**src/rtl/led_sched_pkg.sv**
```systemverilog
// led_sched_pkg: shared types and constants for the LED blink scheduler
package led_sched_pkg;
    typedef enum logic {IDLE, APPLY} cfg_state_t;
    localparam int PRESCALE_DEF = 50000;
    localparam int CNT_W_DEF = 16;
    function automatic int ch_w(input int n);
        return (n > 1) ? $clog2(n) : 1;
    endfunction
endpackage

```
**src/rtl/led_blink_sched_if.sv**
```systemverilog
// led_blink_sched_if: config port and LED outputs of the blink scheduler
interface led_blink_sched_if
    import led_sched_pkg::*;
#(
    parameter int NCH = 2,
    parameter int CNT_W = CNT_W_DEF
);
    logic                   cfg_valid;
    logic                   cfg_ready;
    logic [ch_w(NCH)-1:0]   cfg_ch;
    logic [CNT_W-1:0]       cfg_period;
    logic                   cfg_enable;
    logic [NCH-1:0]         led_out;
    logic [NCH-1:0]         tick;
    logic                   busy;
    modport master (output cfg_valid, cfg_ch, cfg_period, cfg_enable, input cfg_ready, led_out, tick, busy);
    modport slave (input cfg_valid, cfg_ch, cfg_period, cfg_enable, output cfg_ready, led_out, tick, busy);
endinterface

```
**src/rtl/led_sched_chan.sv**
```systemverilog
// led_sched_chan: one blink channel with glitch-free shadowed period update (align port with LED_PHASE_ALIGN_EN)
module led_sched_chan
    import led_sched_pkg::*;
#(
    parameter int CNT_W = CNT_W_DEF
) (
    input  logic             clk,
    input  logic             rst,
    input  logic             i_base_tick,
    input  logic             i_commit,
    input  logic             i_enable,
    input  logic [CNT_W-1:0] i_period,
`ifdef LED_PHASE_ALIGN_EN
    input  logic             i_align,
`endif
    output logic             o_led,
    output logic             o_tick,
    output logic             o_en
);
    logic [CNT_W-1:0] r_cnt, r_active, r_shadow;
    logic             r_pend, r_en, r_led, r_tick;
    logic             w_run, w_wrap;
    logic [CNT_W-1:0] w_next_active;

    assign w_run = r_en && (r_active != '0);
    assign w_wrap = w_run && i_base_tick && (r_cnt == r_active - CNT_W'(1));
    assign w_next_active = r_pend ? r_shadow : r_active;

    // counter, wrap/toggle and commit; a commit overrides the same-edge wrap's period choice
    always_ff @(posedge clk) begin
        if (rst) begin
            r_cnt <= '0;
            r_active <= '0;
            r_shadow <= '0;
            r_pend <= 1'b0;
            r_en <= 1'b0;
            r_led <= 1'b0;
            r_tick <= 1'b0;
`ifdef LED_PHASE_ALIGN_EN
        end else if (i_align) begin
            r_cnt <= '0;
            r_led <= 1'b0;
            r_tick <= 1'b0;
`endif
        end else begin
            r_tick <= 1'b0;
            if (w_wrap) begin
                r_cnt <= '0;
                r_led <= ~r_led & (w_next_active != '0);
                r_tick <= 1'b1;
                r_active <= w_next_active;
                r_pend <= 1'b0;
            end else if (w_run && i_base_tick) begin
                r_cnt <= r_cnt + CNT_W'(1);
            end
            if (i_commit) begin
                if (!i_enable) begin
                    r_en <= 1'b0;
                    r_cnt <= '0;
                    r_led <= 1'b0;
                    r_tick <= 1'b0;
                    r_pend <= 1'b0;
                end else if (!w_run) begin
                    r_en <= 1'b1;
                    r_active <= i_period;
                    r_cnt <= '0;
                    r_led <= 1'b0;
                    r_tick <= 1'b0;
                    r_pend <= 1'b0;
                end else if (w_wrap) begin
                    r_active <= i_period;
                    r_pend <= 1'b0;
                end else begin
                    r_shadow <= i_period;
                    r_pend <= 1'b1;
                end
            end
        end
    end

    assign o_led = r_led;
    assign o_tick = r_tick;
    assign o_en = r_en;
endmodule

```
**src/rtl/led_blink_sched.sv**
```systemverilog
// led_blink_sched: shared-prescaler LED blink scheduler; LED_PHASE_ALIGN_EN adds the align input
module led_blink_sched
    import led_sched_pkg::*;
#(
    parameter int NCH = 2,
    parameter int CNT_W = CNT_W_DEF,
    parameter int PRESCALE = PRESCALE_DEF
) (
    input  logic clk,
    input  logic rst,
`ifdef LED_PHASE_ALIGN_EN
    input  logic align,
`endif
    led_blink_sched_if.slave bus
);
    localparam int PW = $clog2(PRESCALE);
    localparam int CH_W = ch_w(NCH);

    logic [PW-1:0]    r_pre;
    cfg_state_t       r_state;
    logic             r_ready, r_enable;
    logic [CH_W-1:0]  r_ch;
    logic [CNT_W-1:0] r_period;
    logic             w_base_tick, w_align, w_commit;
    logic [NCH-1:0]   w_en;

`ifdef LED_PHASE_ALIGN_EN
    assign w_align = align;
`else
    assign w_align = 1'b0;
`endif
    assign w_base_tick = (r_pre == PW'(PRESCALE - 1));
    assign w_commit = (r_state == APPLY) && !w_align;

    // shared prescaler producing the base tick
    always_ff @(posedge clk) begin
        if (rst || w_align || w_base_tick) r_pre <= '0;
        else r_pre <= r_pre + PW'(1);
    end

    // config handshake: capture in IDLE, commit at the end of APPLY (held over an align cycle)
    always_ff @(posedge clk) begin
        if (rst) begin
            r_state <= IDLE;
            r_ready <= 1'b1;
            r_ch <= '0;
            r_period <= '0;
            r_enable <= 1'b0;
        end else if (r_state == IDLE) begin
            if (bus.cfg_valid) begin
                r_ch <= bus.cfg_ch;
                r_period <= bus.cfg_period;
                r_enable <= bus.cfg_enable;
                r_state <= APPLY;
                r_ready <= 1'b0;
            end
        end else if (!w_align) begin
            r_state <= IDLE;
            r_ready <= 1'b1;
        end
    end

    for (genvar g = 0; g < NCH; g++) begin : g_ch
        led_sched_chan #(.CNT_W(CNT_W)) u_chan (
            .clk         (clk),
            .rst         (rst),
            .i_base_tick (w_base_tick),
            .i_commit    (w_commit && (r_ch == CH_W'(g))),
            .i_enable    (r_enable),
            .i_period    (r_period),
`ifdef LED_PHASE_ALIGN_EN
            .i_align     (w_align),
`endif
            .o_led       (bus.led_out[g]),
            .o_tick      (bus.tick[g]),
            .o_en        (w_en[g])
        );
    end

    assign bus.cfg_ready = r_ready;
    assign bus.busy = |w_en;
endmodule

```
**src/flat_wrapper.sv**
```systemverilog
// flat-port wrapper written by rule: the top's interface ports become plain ports
module led_blink_sched_flat import led_sched_pkg::*;
#(
    parameter int NCH = 2,
    parameter int CNT_W = CNT_W_DEF,
    parameter int PRESCALE = PRESCALE_DEF
)
  (clk, rst, bus_cfg_valid, bus_cfg_ch, bus_cfg_period, bus_cfg_enable, bus_cfg_ready, bus_led_out, bus_tick, bus_busy);
  led_blink_sched_if #(.NCH(NCH), .CNT_W(CNT_W)) bus_i ();
  input  logic clk;
  input  logic rst;
  input wire logic [$bits(bus_i.cfg_valid)-1:0] bus_cfg_valid;
  input wire logic [$bits(bus_i.cfg_ch)-1:0] bus_cfg_ch;
  input wire logic [$bits(bus_i.cfg_period)-1:0] bus_cfg_period;
  input wire logic [$bits(bus_i.cfg_enable)-1:0] bus_cfg_enable;
  output wire logic [$bits(bus_i.cfg_ready)-1:0] bus_cfg_ready;
  output wire logic [$bits(bus_i.led_out)-1:0] bus_led_out;
  output wire logic [$bits(bus_i.tick)-1:0] bus_tick;
  output wire logic [$bits(bus_i.busy)-1:0] bus_busy;
  assign bus_i.cfg_valid = bus_cfg_valid;
  assign bus_i.cfg_ch = bus_cfg_ch;
  assign bus_i.cfg_period = bus_cfg_period;
  assign bus_i.cfg_enable = bus_cfg_enable;
  assign bus_cfg_ready = bus_i.cfg_ready;
  assign bus_led_out = bus_i.led_out;
  assign bus_tick = bus_i.tick;
  assign bus_busy = bus_i.busy;
  led_blink_sched #(.NCH(NCH), .CNT_W(CNT_W), .PRESCALE(PRESCALE)) u_core (.clk(clk), .rst(rst), .bus(bus_i));
endmodule
```
**config.mk**
```make
export PLATFORM = sky130hd
export DESIGN_NAME = led_blink_sched_flat
export DESIGN_NICKNAME = d
export VERILOG_FILES = /design/src/rtl/led_sched_pkg.sv /design/src/rtl/led_blink_sched_if.sv /design/src/rtl/led_sched_chan.sv /design/src/rtl/led_blink_sched.sv /design/src/flat_wrapper.sv
export SDC_FILE = /design/constraint.sdc
export NUM_CORES = 1
export LEC_CHECK = 0
export CAP_MARGIN = 20
export CORE_UTILIZATION = 60
export CTS_BUF_LIST = sky130_fd_sc_hd__clkbuf_2
export DETAILED_ROUTE_END_ITERATION = 6
export DONT_BUFFER_PORTS = 1
export PLACE_DENSITY = 0.82
export SYNTH_ARGS = -nofsm -noshare
export SYNTH_HDL_FRONTEND = slang
export SYNTH_HIERARCHICAL = 1
export SYNTH_SLANG_ARGS = --single-unit
```
**constraint.sdc**
```tcl
create_clock -name clk -period 3.97 [get_ports clk]
set_clock_uncertainty 0.1 [all_clocks]
set_input_delay 0.9925 -clock clk [delete_from_list [all_inputs] [get_ports clk]]
set_output_delay 0.9925 -clock clk [all_outputs]
set_load 0.01 [all_outputs]
```
==> results.yml, run 1 <==
sta:
  finalCritPeriodShare_pct: 83.3
  layout_setup_ws_ns: 0.662
  setup_violations: 0
  setup_tns_ns: 0
  period_needed_ns: 3.31
  rsz0062_at_grt: "no"
  holdWs_ns: 0.243
  hold_violations: 0
  worst_pin_slew_ns: 1.05
  slew_viol_final: 0
  max_freq_mhz: 302
  slew_headroom_pct: 30.0
logic_synthesis:
  yosys-top-cells-area: "dfxtp_1, xnor2_1, nand2_1"
  yosysTopAreaCell: "dfxtp_1"
  ys.flop_type: "dfxtp_1"
  synth-seq-area-share_pct: 36.2
  syn-num-nets: 944
  ys_ff_latch: 140
  yosysWarningCount: 6
  netlist-cell-type-count: 88
  synth_cells: 918
  synth_top_cell_area_share_pct: 36.2
  syn_avg_cell_area_um2: 8.44
  synthArstFlopShare_pct: 0
  syn_area_um2: 7750
  synth-edff-count: 0
job:
  max_cap_viol_count: 0
critical_path:
  crit_arrival_ns: 3.87
  critPathCaptureType: "flip-flop"
  worstPathRequired_ns: 4.53
  critPathMaxFanout: 16
  start_kind: "flip-flop"
  slowest_stage: "or4bb_2"
  rr_worst_depth: 8
  path_cells: "or4bb_2 > nor4_2 > o211a_1 > and4_4 > nand4_4 > a211oi_4 > a22o_1 > a21o_1"
  r2r-start: "u_core/r_pre[9]"
  r2r_slack_ns: 0.66
  max_stage_delay_ns: 0.64
  crit_type: "flip-flop to flip-flop"
route:
  ant_nets: 0
  wire_per_inst_um: 15.9
  totalWireLength_mm: 16.9
  dr.pass1.iters: 5
  via_per_inst: 5.99
  num_vias: 6386
  first_iter_violations: 444
  drcViolationCount: 0
floorplanning:
  coreArea_um2: 12600
  fp.dieW_um: 116
  pin_count: 27
  initial_core_util_pct: 61.4
  rows: 41
  die_y_um: 116
  die-area_um2: 13400
pwr:
  p_leak_nw: 2.92
  ir_drop_mv: 0.261
  p_per_area_nw_per_um2: 295
clocking:
  htreeDepth: 4
  cts_hold_buf: 0
  cts_buffers: 17
  cts_resized: 0
  clk_path_buf_depth: 2
  cts_setup_buffers: 0
  cts.sinks: 140
  cts.clk_slew.worst_paths_ns: 0.21
  cts_tree: "done"
  clock_latency_ns: 0.71
  clk_root_buffer_cell: "clkbuf_2"
global_routing:
  grt_pass1_vias: 5778
  track_usage_pct: 27.2
  grt_pass1_wl_mm: 28.6
  antenna_found_initial: 0
  grt_max_degree: 98
  grt_overflow: 0
placed_design:
  dpl_cell_area_um2: 7680
  gp_congestion: 0.902
  io_buffers: 0
  preCtsSetupSlack_ns: 0.702
  dp_hpwl_mm: 12.1
hold_path:
  min_path_cells: 1
  hold_end: "u_core/r_period[9]"
  holdCritStartpoint: "rst"
  worst_hold_path_type: "primary input to flip-flop"
cells_and_area:
  layout-drive-gt1-share_pct: 8.16
  fin_area_um2: 7900
  final_util_pct: 62.6
  syn_to_final_growth_pct: 1.94
  nets: 908
  n_antenna_cell: 0
status:
  outcome: "finished, final reports clean"
-- routing by layer --
metal  part of all wire (%)  vias to the layer above  track usage, %
met5                      0                        -               0
met4                    1.9                        0            9.66
met3                    5.2                       26            4.24
met2                     46                      159            42.4
met1                     47                     3024            38.3
li1                       -                     3177               -
-- worst max-delay path, delay by kind of cell, from the launching register on --
kind	cells	cell delay [ns]
AND/OR/NAND/NOR	4	1.38
AO/OA/AOI/OAI	4	1.33
flip-flops	1	0.44
-- worst max path at each step --
stage,from,to,slack [ns],cells past startpoint
finish,u_core/r_pre[9],flip-flop,0.66,8
global route,u_core/r_pre[0],flip-flop,0.44,9
CTS,u_core/r_pre[9],flip-flop,0.66,8
detailed placement,u_core/r_pre[9],u_core/g_ch[1].u_chan/r_shadow[15],0.70,7
global placement,u_core/r_pre[0],flip-flop,0.79,9
floorplan,flip-flop,flip-flop,1.23,12
-- where the power goes --
part	internal [mW]	total [mW]	switching, mW
sequential	1.42	1.45	0.0246
combinational	0.0331	0.0818	0.0487
clock	0.284	0.799	0.515
-- area by class of cell --
| type | count | area [um2] |
|---|---|---|
| clock buffers | 19 | 95.1 |
| clock inverters | 13 | 126 |
| fillers | 1155 | 4720 |
| inverters | 27 | 101 |
| multi-input cells | 694 | 4550 |
| flip-flops and latches | 140 | 2800 |
| well taps | 172 | 215 |
| repair buffers | 2 | 15.0 |
-- through the flow --
stage                     cells  power (mW)
final                      1067        2.33
after global routing       1067        2.41
after CTS                  1067        2.35
after detailed placement   1035        1.56
after global placement     1035        1.56
after floorplan             918        1.55
-- Yosys cell counts (all sizes together), types with 3 or more instances --
| master | number |
|---|---|
| o2111ai | 3 |
| o21ai | 40 |
| or4 | 7 |
| xnor2 | 48 |
| or3 | 5 |
| or4b | 3 |
| a221o | 3 |
| a211o | 6 |
| nor3b | 10 |
| ha | 5 |
| xor2 | 27 |
| mux2 | 3 |
| and4 | 8 |
| mux2i | 18 |
| a21oi | 49 |
| nor2b | 5 |
| nand4 | 22 |
| buf | 20 |
| and3 | 10 |
| nand2 | 99 |
| nand4b | 3 |
| nand2b | 46 |
| nand3b | 3 |
| o211ai | 11 |
| a211oi | 6 |
| or4bb | 3 |
| a2111oi | 3 |
| inv | 27 |
| a22o | 10 |
| nand3 | 23 |
| dfxtp | 140 |
| clkbuf | 37 |
| nor2 | 87 |
| nor3 | 22 |
| o221a | 6 |
| and2 | 22 |
| a41oi | 6 |
| or2 | 6 |
| o22ai | 3 |
| nor4 | 24 |
| a21o | 11 |
-- cell families (layout without fill, tap and decap cells) --
| logic type | after synthesis | count (layout) | synth area share (%) |
|---|---|---|---|
| mux | 21 | 21 | 2.76 |
| compound gates | 176 | 176 | 16.4 |
| flops | 140 | 140 | 36.2 |
| buf+inv | 84 | 61 | 5.20 |
| xor+xnor | 76 | 76 | 8.77 |
| fa+ha+maj | 5 | 5 | 0.807 |
| simple gates | 416 | 416 | 29.9 |
-- layout by cell type (no fill, tap or decap), drive strengths merged, types with 4 or more instances in the layout --
master and instances:
nand2b 46, clkbuf 19, nor3b 10, xor2 27
dfxtp 140, nor4 24, a211o 6, o211ai 11
o221a 6, clkinvlp 4, or3 5, mux2i 18
or2 6, clkinv 7, a21o 11, nor2 87
and3 10, nand2 99, a211oi 6, nor2b 5
nand3 23, nor3 22, or4 7, a41oi 6
nand4 22, o21ai 40, and4 8, a22o 10
a21oi 49, inv 27, xnor2 48, ha 5
and2 22
Note: power is estimated with default switching activity, not from simulation.
==> run 2, diff against run 1 <==
- PLACE_DENSITY: 0.82 -> 0.85
- clock period: 3.97 -> 2.9 ns (I/O delays scaled with it)
==> run 2 against run 1 <==
Effect of this change:
- hold slack got worse by 0.18 ns
- sequential cell count stayed put
- sequential power up 37%
- non-clock buffer count rose by 81
- sequential share of layout area down 3.5 points
- routed wire length up 15%
- first-iteration DRC count increased by 16%
- utilization up 7.0 points
- count of clock-buffer cells in the layout fell by 1
==> results.yml, run 2 (synthesis results as in run 1) <==
critical_path:
  cp_top_family: "simple AND/OR/NAND/NOR gates"
  worstPathRequired_ns: 3.47
  critPathCaptureType: "flip-flop"
  crit_type: "flip-flop to flip-flop"
  critPathBufInv: 1
  crit_arrival_ns: 3.45
  max_stage_delay_ns: 0.55
  slowest_stage: "or4b_4"
  critPathMaxFanout: 6
  start_kind: "flip-flop"
  path_cells: "or4b_4 > nor4_4 > o211a_1 > buf_4 > and4_1 > nand4_1 > or3_1 > a21oi_1"
placed_design:
  dp_hpwl_mm: 12.9
  placed_cells: 1082
  gp_congestion: 0.929
  dpl_cell_area_um2: 8100
  io_buffers: 0
  preCtsSetupSlack_ns: 0.0520
route:
  ant_nets: 0
  dr.pass1.iters: 6
  drcViolationCount: 0
  totalWireLength_mm: 19.4
  via_per_inst: 6.02
  wire_per_inst_um: 16.9
  num_vias: 6921
  first_iter_violations: 517
cells_and_area:
  finalNonFillerCells: 1149
  layout-drive-gt1-share_pct: 15.1
  syn_to_final_growth_pct: 13.3
  fin_area_um2: 8780
  final_cell_mix: "dfxtp_1, nand2_1, nor2_1"
  nets: 990
  layout_commonest_cell: "dfxtp_1"
global_routing:
  grt_pass1_wl_mm: 31.5
  track_usage_pct: 30.1
  grt_overflow: 0
  grt_max_degree: 58
  grt_pass1_vias: 6496
  antenna_found_initial: 1
pwr:
  p_per_area_nw_per_um2: 381
  ir_drop_mv: 0.314
  finalPower_mw: 3.35
  p_leak_nw: 3.39
sta:
  holdWs_ns: 0.0672
  finalCritPeriodShare_pct: 99.2
  max_freq_mhz: 348
  setup_violations: 0
  slew_viol_final: 0
  layout_setup_ws_ns: 0.0244
  period_needed_ns: 2.88
  worst_pin_slew_ns: 0.767
  hold_violations: 0
  rsz0062_at_grt: "yes"
  slew_headroom_pct: 48.8
clocking:
  cts_buffers: 17
  cts_tree: "done"
  htreeDepth: 4
  clk_path_buf_depth: 2
  cts.sinks: 140
  clk_root_buffer_cell: "clkbuf_2"
  cts.clk_slew.worst_paths_ns: 0.21
  clock_latency_ns: 0.75
floorplanning:
  rows: 41
  die-area_um2: 13400
  pin_count: 27
  initial_core_util_pct: 61.4
  coreArea_um2: 12600
  fp.dieW_um: 116
  die_y_um: 116
job:
  max_cap_viol_count: 0
hold_path:
  worst_hold_path_type: "primary input to flip-flop"
status:
  outcome: "finished, final reports clean"
## run 2: changes by cell type in the layout (fill, tap and decap cells not counted), sizes merged
| cell | before | now |
|---|---|---|
| buf | 2 | 62 |
| dlygate4sd3 | 0 | 20 |
| inv | 27 | 33 |
| clkinv | 7 | 3 |
| clkinvlp | 4 | 2 |
| diode | 0 | 1 |
| nand4b | 3 | 4 |
## run 2: path summary, 6_finish.rpt
kind / start / endpoint / slack, ns / cells after the start
setup / recovery: u_core/r_pre[7] / u_core/g_ch[0].u_chan/r_cnt[13] / 0.02 / 8
hold / removal: rst / u_core/g_ch[1].u_chan/r_shadow[10] / 0.07 / 2
setup reg to reg: u_core/r_pre[7] / u_core/g_ch[0].u_chan/r_cnt[13] / 0.02 / 8
hold reg to reg: u_core/g_ch[1].u_chan/r_shadow[5] / u_core/g_ch[1].u_chan/r_shadow[5] / 0.39 / 2
## run 2: timing repair
action	4_1_cts	5_1_grt
hold buffers	20	1
buffers inserted	0	12
gates resized for setup	0	20
setup endpoints to repair	0	71
hold endpoints to repair	41	9
## run 2: metal layers
layer / part of all wire [%] / vias up / track usage [%]
met5: 0 / - / 0
met4: 3.5 / 0 / 12.9
met3: 6.4 / 59 / 6.59
met2: 49 / 259 / 52.7
met1: 41 / 3271 / 35.7
li1: - / 3332 / -
## run 2: cell type report
type | instances | area [um2]
Tap cell | 172 | 215
Fill cell | 982 | 3830
Sequential cell | 140 | 2810
Clock buffer | 18 | 90.1
Timing Repair Buffer | 83 | 778
Inverter | 27 | 101
Multi-Input combinational cell | 695 | 4630
Antenna cell | 1 | 2.50
Clock inverter | 13 | 156
## run 2: power by group
group,switching (mW),internal (mW)
registers,0.0351,1.95
logic,0.0912,0.0784
clock network,0.778,0.418
total,0.904,2.45
## run 2: stage by stage
stage / util, % / setup TNS, ns
2_1_floorplan: - / 0
3_3_place_gp: 64.1 / 0
3_5_place_dp: 64.1 / 0
4_1_cts: 67.8 / 0
5_1_grt: 69.6 / -0.607
6_report: 69.6 / 0
